<file path="config.mk">
export PLATFORM = sky130hd
export DESIGN_NAME = paddle_ctrl
export DESIGN_NICKNAME = d
export VERILOG_FILES = /design/src/rtl/paddle_ctrl.sv
export SDC_FILE = /design/constraint.sdc
export NUM_CORES = 1
export LEC_CHECK = 0
export CORE_MARGIN = 2
export CORE_UTILIZATION = 35
export CTS_CLUSTER_DIAMETER = 50
export DETAILED_ROUTE_END_ITERATION = 10
export HOLD_SLACK_MARGIN = 0.1
export PLACE_DENSITY_LB_ADDON = 0.2
export SETUP_SLACK_MARGIN = 0.02
export SYNTH_ARGS = -nofsm -noshare
export SYNTH_HDL_FRONTEND = slang
export SYNTH_SLANG_ARGS = --single-unit
</file>
<file path="constraint.sdc">
create_clock -name vclock -period 1.9 [get_ports vclock]
set_input_delay 0.38 -clock vclock [delete_from_list [all_inputs] [get_ports vclock]]
set_output_delay 0.38 -clock vclock [all_outputs]
set_load 0.02 [all_outputs]
</file>
<file path="src/rtl/paddle_ctrl.sv">
// paddle_ctrl: drum-hit paddle commands, IDLE/PLAY/PAUSE game state and puck speed ramp,
// all updated once per frame at the vsync falling edge.
module paddle_ctrl #(
    parameter int HOLD_FRAMES = 8,
    parameter int SPEED_MIN   = 2,
    parameter int SPEED_MAX   = 12,
    parameter int RAMP_FRAMES = 600
) (
    input  logic       vclock,
    input  logic       reset_n,
    input  logic       vsync,
    input  logic       hit_up,
    input  logic       hit_down,
    input  logic       hit_start,
    input  logic       game_over,
    output logic       up,
    output logic       down,
    output logic [3:0] pspeed,
    output logic       enabled,
    output logic       frame_tick
);
    localparam int HW = $clog2(HOLD_FRAMES + 1);
    localparam int RW = ($clog2(RAMP_FRAMES) > 16) ? $clog2(RAMP_FRAMES) : 16;
    localparam logic [1:0] S_IDLE  = 2'd0;
    localparam logic [1:0] S_PLAY  = 2'd1;
    localparam logic [1:0] S_PAUSE = 2'd2;
    localparam logic [HW-1:0] HOLD_LD   = HW'(HOLD_FRAMES);
    localparam logic [HW-1:0] HOLD_ONE  = HW'(1);
    localparam logic [RW-1:0] RAMP_LAST = RW'(RAMP_FRAMES - 1);
    localparam logic [3:0] SMIN = 4'(SPEED_MIN);
    localparam logic [3:0] SMAX = 4'(SPEED_MAX);

    logic          vsync_q, armed_q, armed_d;
    logic          pu_q, pd_q, ps_q, pg_q, pu_d, pd_d, ps_d, pg_d;
    logic          up_q, dn_q, up_d, dn_d;
    logic [HW-1:0] hold_q, hold_d;
    logic [1:0]    state_q, state_d;
    logic [RW-1:0] ramp_q, ramp_d;
    logic [3:0]    speed_q, speed_d;
    logic          tick, ramp_wrap;

    // armed_q blocks a spurious tick from the reset value of vsync_q
    always_comb begin
        tick      = armed_q & vsync_q & ~vsync;
        armed_d   = armed_q | vsync;
        pu_d      = hit_up    | (pu_q & ~tick);
        pd_d      = hit_down  | (pd_q & ~tick);
        ps_d      = hit_start | (ps_q & ~tick);
        pg_d      = game_over | (pg_q & ~tick);
        up_d      = !tick ? up_q : (pu_q | pd_q) ? (pu_q & ~pd_q) : (up_q & (hold_q != HOLD_ONE));
        dn_d      = !tick ? dn_q : (pu_q | pd_q) ? (pd_q & ~pu_q) : (dn_q & (hold_q != HOLD_ONE));
        hold_d    = !tick ? hold_q : (pu_q | pd_q) ? ((pu_q ^ pd_q) ? HOLD_LD : '0) :
                    (hold_q != '0) ? hold_q - 1'b1 : hold_q;
        state_d   = !tick ? state_q : pg_q ? S_IDLE :
                    ps_q ? ((state_q == S_PLAY) ? S_PAUSE : S_PLAY) : state_q;
        ramp_wrap = ramp_q == RAMP_LAST;
        ramp_d    = !tick ? ramp_q : (state_d == S_IDLE) ? '0 :
                    (state_q == S_PLAY) ? (ramp_wrap ? '0 : ramp_q + 1'b1) : ramp_q;
        speed_d   = !tick ? speed_q : (state_d == S_IDLE) ? SMIN :
                    (state_q == S_PLAY && ramp_wrap && speed_q < SMAX) ? speed_q + 1'b1 : speed_q;
    end

    always_ff @(posedge vclock or negedge reset_n) begin
        if (!reset_n) begin
            vsync_q <= 1'b1;
            armed_q <= 1'b0;
            pu_q    <= 1'b0;
            pd_q    <= 1'b0;
            ps_q    <= 1'b0;
            pg_q    <= 1'b0;
            up_q    <= 1'b0;
            dn_q    <= 1'b0;
            hold_q  <= '0;
            state_q <= S_IDLE;
            ramp_q  <= '0;
            speed_q <= SMIN;
        end else begin
            vsync_q <= vsync;
            armed_q <= armed_d;
            pu_q    <= pu_d;
            pd_q    <= pd_d;
            ps_q    <= ps_d;
            pg_q    <= pg_d;
            up_q    <= up_d;
            dn_q    <= dn_d;
            hold_q  <= hold_d;
            state_q <= state_d;
            ramp_q  <= ramp_d;
            speed_q <= speed_d;
        end
    end

    assign up         = up_q;
    assign down       = dn_q;
    assign pspeed     = speed_q;
    assign enabled    = state_q == S_PLAY;
    assign frame_tick = tick;
endmodule
</file>
==> qor.yml <==
yosysWarnings: 0
rows: 26
synth_edf_count: 0
timing.rr.start: "ramp_q[1]"
gp_congestion: 0.825
p_clk_share_pct: 31.7
status: "finished, final reports clean"
synth_top_area_share_pct: 42.6
clock-sinks: 34
finish.net_count: 255
critPathKind: "primary input to flop"
fillerInstances: 520
cts_hold_buf: 0
power_frac_comb_pct: 20.9
core_area_um2: 5140
crit_start: "vsync"
grt_max_degree: 35
crit_arrival_ns: 2.04
fin_crit_sh_pct: 95.6
cts_max_level: 2
clkTransAtPathRegs_ns: 0.07
worstMarginPinSlew_ns: 0.511
postSynthNetCount: 213
dp_hpwl_mm: 3.01
fin_skew_ns: 0.00290
p_seq_share_pct: 47.5
routedWlPerCell_um: 14.6
die_w_um: 77.3
grt_pass1_wl_mm: 7.37
synthFlopType: "dfrtp_1"
hold_viol_final: 0
utilization_pct: 47.5
finalCriticalPeriod_ns: 1.82
insertion_delay_ns: 0.28
vias_per_cell: 5.38
p_total_w: 0.00175
ir_worst_vdd_mv: 0.342
start_util_pct: 36.6
grt_pass1_vias: 1479
io_buffers: 14
report.final.slew_viol_count: 0
dr_wl_met2_mm: 2.00
max_slew_margin_pct: 65.7
setup_tns_ns: 0
dr.pass1.iters: 4
ant_nets: 0
maxUsedRoutingLayer: "met4"
p_per_area_nw_per_um2: 715
areaGrowthSynthToFinish_pct: 29.9
met1_length_mm: 2.34
required_ns: 2.13
antenna_cells: 0
cts_buffer_depth: 2
synth-async-reset-ratio_pct: 100
synth-seq-area-share_pct: 45.4
synth.distinct_cells: 45
fmax_ghz: 0.550
power_switching_share_pct: 29.6
synthCells: 198
synth_area_leaders: "dfrtp_1, ha_1, nand2_1, o21ai_0, a31oi_1"
ys_seq_elements: 34
cap_viol_max_count: 0
cts_buffers: 5
drc: 0
netSwitchingPower_w: 0.000516
wirelength_mm: 4.55
drive_gt1_share_pct: 23.7
yosys.area.top_type: "dfrtp_1"
ios: 15
die_h_um: 77.3
hold_path.class: "primary input to async pin"
syn_area_um2: 1880
start_kind: "primary input"
cellLeakagePower_nw: 1.05
rsz0062_at_grt: "true"
setup_viol_count_final: 0
grt_overflow: 0
clk_root_buffer_cell: "clkbuf_8"
cts_tree: "built"
antenna_found_initial: 0
die_area_um2: 5970
p_int_w: 0.00123
setup.worst_path.end_class: "flop"
drtIter0Drc: 168
grt_use_total_pct: 15.6
worstPathMaxFanout: 5
syn_avg_cell_area_um2: 9.49
vias: 1672
wl_met3_um: 151
[cells by family after synthesis]
| group | Yosys count | synth area share, % |
|---|---|---|
| simple gates | 73 | 22.1 |
| compound gates | 61 | 20.7 |
| flops | 34 | 45.4 |
| buf+inv | 19 | 4.79 |
| fa+ha+maj | 8 | 5.33 |
| mux | 3 | 1.66 |
[metrics by stage]
stage / setup slack, ns / std cells / hold WS, ns / instance area (um2)
5_1_grt: -0.0150 / 311 / 0.534 / 2440
3_3_place_gp: -0.218 / 298 / 0.466 / 2230
4_1_cts: 0.0308 / 306 / 0.479 / 2320
2_1_floorplan: 0.118 / 198 / 0.0844 / 1880
6_report: 0.0827 / 311 / 0.505 / 2440
3_5_place_dp: -0.243 / 298 / 0.470 / 2230
[critical path, stage by stage]
cell	delay, ns
clkdlybuf4s50_1	0.43
nand3b_2	0.24
buf_4	0.17
or3_1	0.43
nor4b_2	0.27
a211o_1	0.12
[layer usage]
metal / track usage, % / vias to the layer above
li1: - / 826
met3: 4.00 / 6
met4: 6.25 / 0
met2: 21.7 / 30
met1: 22.9 / 810
met5: 0 / -
[sequential cells by signal, summed over array words and instances, names as in the netlist]
| signal | flops |
|---|---|
| pspeed | 4 |
| pg_q | 1 |
| ps_q | 1 |
| armed_q | 1 |
| ramp_q | 16 |
| pd_q | 1 |
| up | 1 |
| vsync_q | 1 |
| hold_q | 4 |
| pu_q | 1 |
| down | 1 |
| state_q | 2 |
[synthesized netlist by cell type, types with 3 or more instances]
cell type and number:
a21o_1 4, a21oi_1 12, a311oi_1 4, a31oi_1 11
buf_2 3, dfrtp_1 32, ha_1 8, inv_1 11
nand2_1 20, nand3_1 4, nand4_1 6, nor2_1 13
nor3_1 5, nor3b_1 3, nor4b_1 4, o21ai_0 15
o31ai_1 4, or3_1 4
[path summary, 6_finish.rpt]
kind / cells past startpoint / slack [ns] / endpoint
min in group vclock: 1 / 0.51 / pd_q
max in group asynchronous: 2 / 1.06 / pspeed[1]
worst min-delay path: 2 / 0.51 / pu_q
worst min register to register: 1 / 0.51 / pd_q
worst max register to register: 7 / 0.08 / ramp_q[12]
worst max-delay path: 6 / 0.08 / pspeed[0]
[power by group through the flow]
stage	Clock, W	Sequential [W]	Combinational [W]
final	0.000553	0.000829	0.000364
after detailed placement	0	0.000837	0.000342
after global routing	0.000613	0.000836	0.000407
after global placement	0	0.000838	0.000338
after floorplan	0	0.000853	0.000171
after CTS	0.000575	0.000824	0.000340
[cells in the final DEF (no fill, tap or decap), types with 5 or more instances in the layout]
cell	instances
nor2_1	13
nand4_1	6
ha_1	7
clkdlybuf4s50_1	11
buf_4	26
inv_1	11
dfrtp_1	32
a21oi_1	10
nor3_1	5
a31oi_1	11
o21ai_0	13
clkbuf_8	6
nand2_1	19
[repair_timing]
item / in CTS / in global routing
gates cloned: 0 / 1
resized for setup: 2 / 25
endpoints found under the setup margin: 2 / 16
buffers inserted: 0 / 4
hold endpoints to repair: 0 / 0
pin swaps: 0 / 6
[final cells by class]
| cell class | count | area [um2] | share of cell area, % |
|---|---|---|---|
| inverter | 12 | 45.0 | 1.85 |
| clock buffer | 7 | 86.3 | 3.54 |
| sequential | 34 | 853 | 35.0 |
| multi-input combinational | 145 | 1010 | 41.4 |
| clock inverter | 1 | 5.00 | 0.205 |
| tap | 70 | 87.6 | 3.59 |
| timing repair buffer | 42 | 354 | 14.5 |
Power figures use the tool's default switching activity.
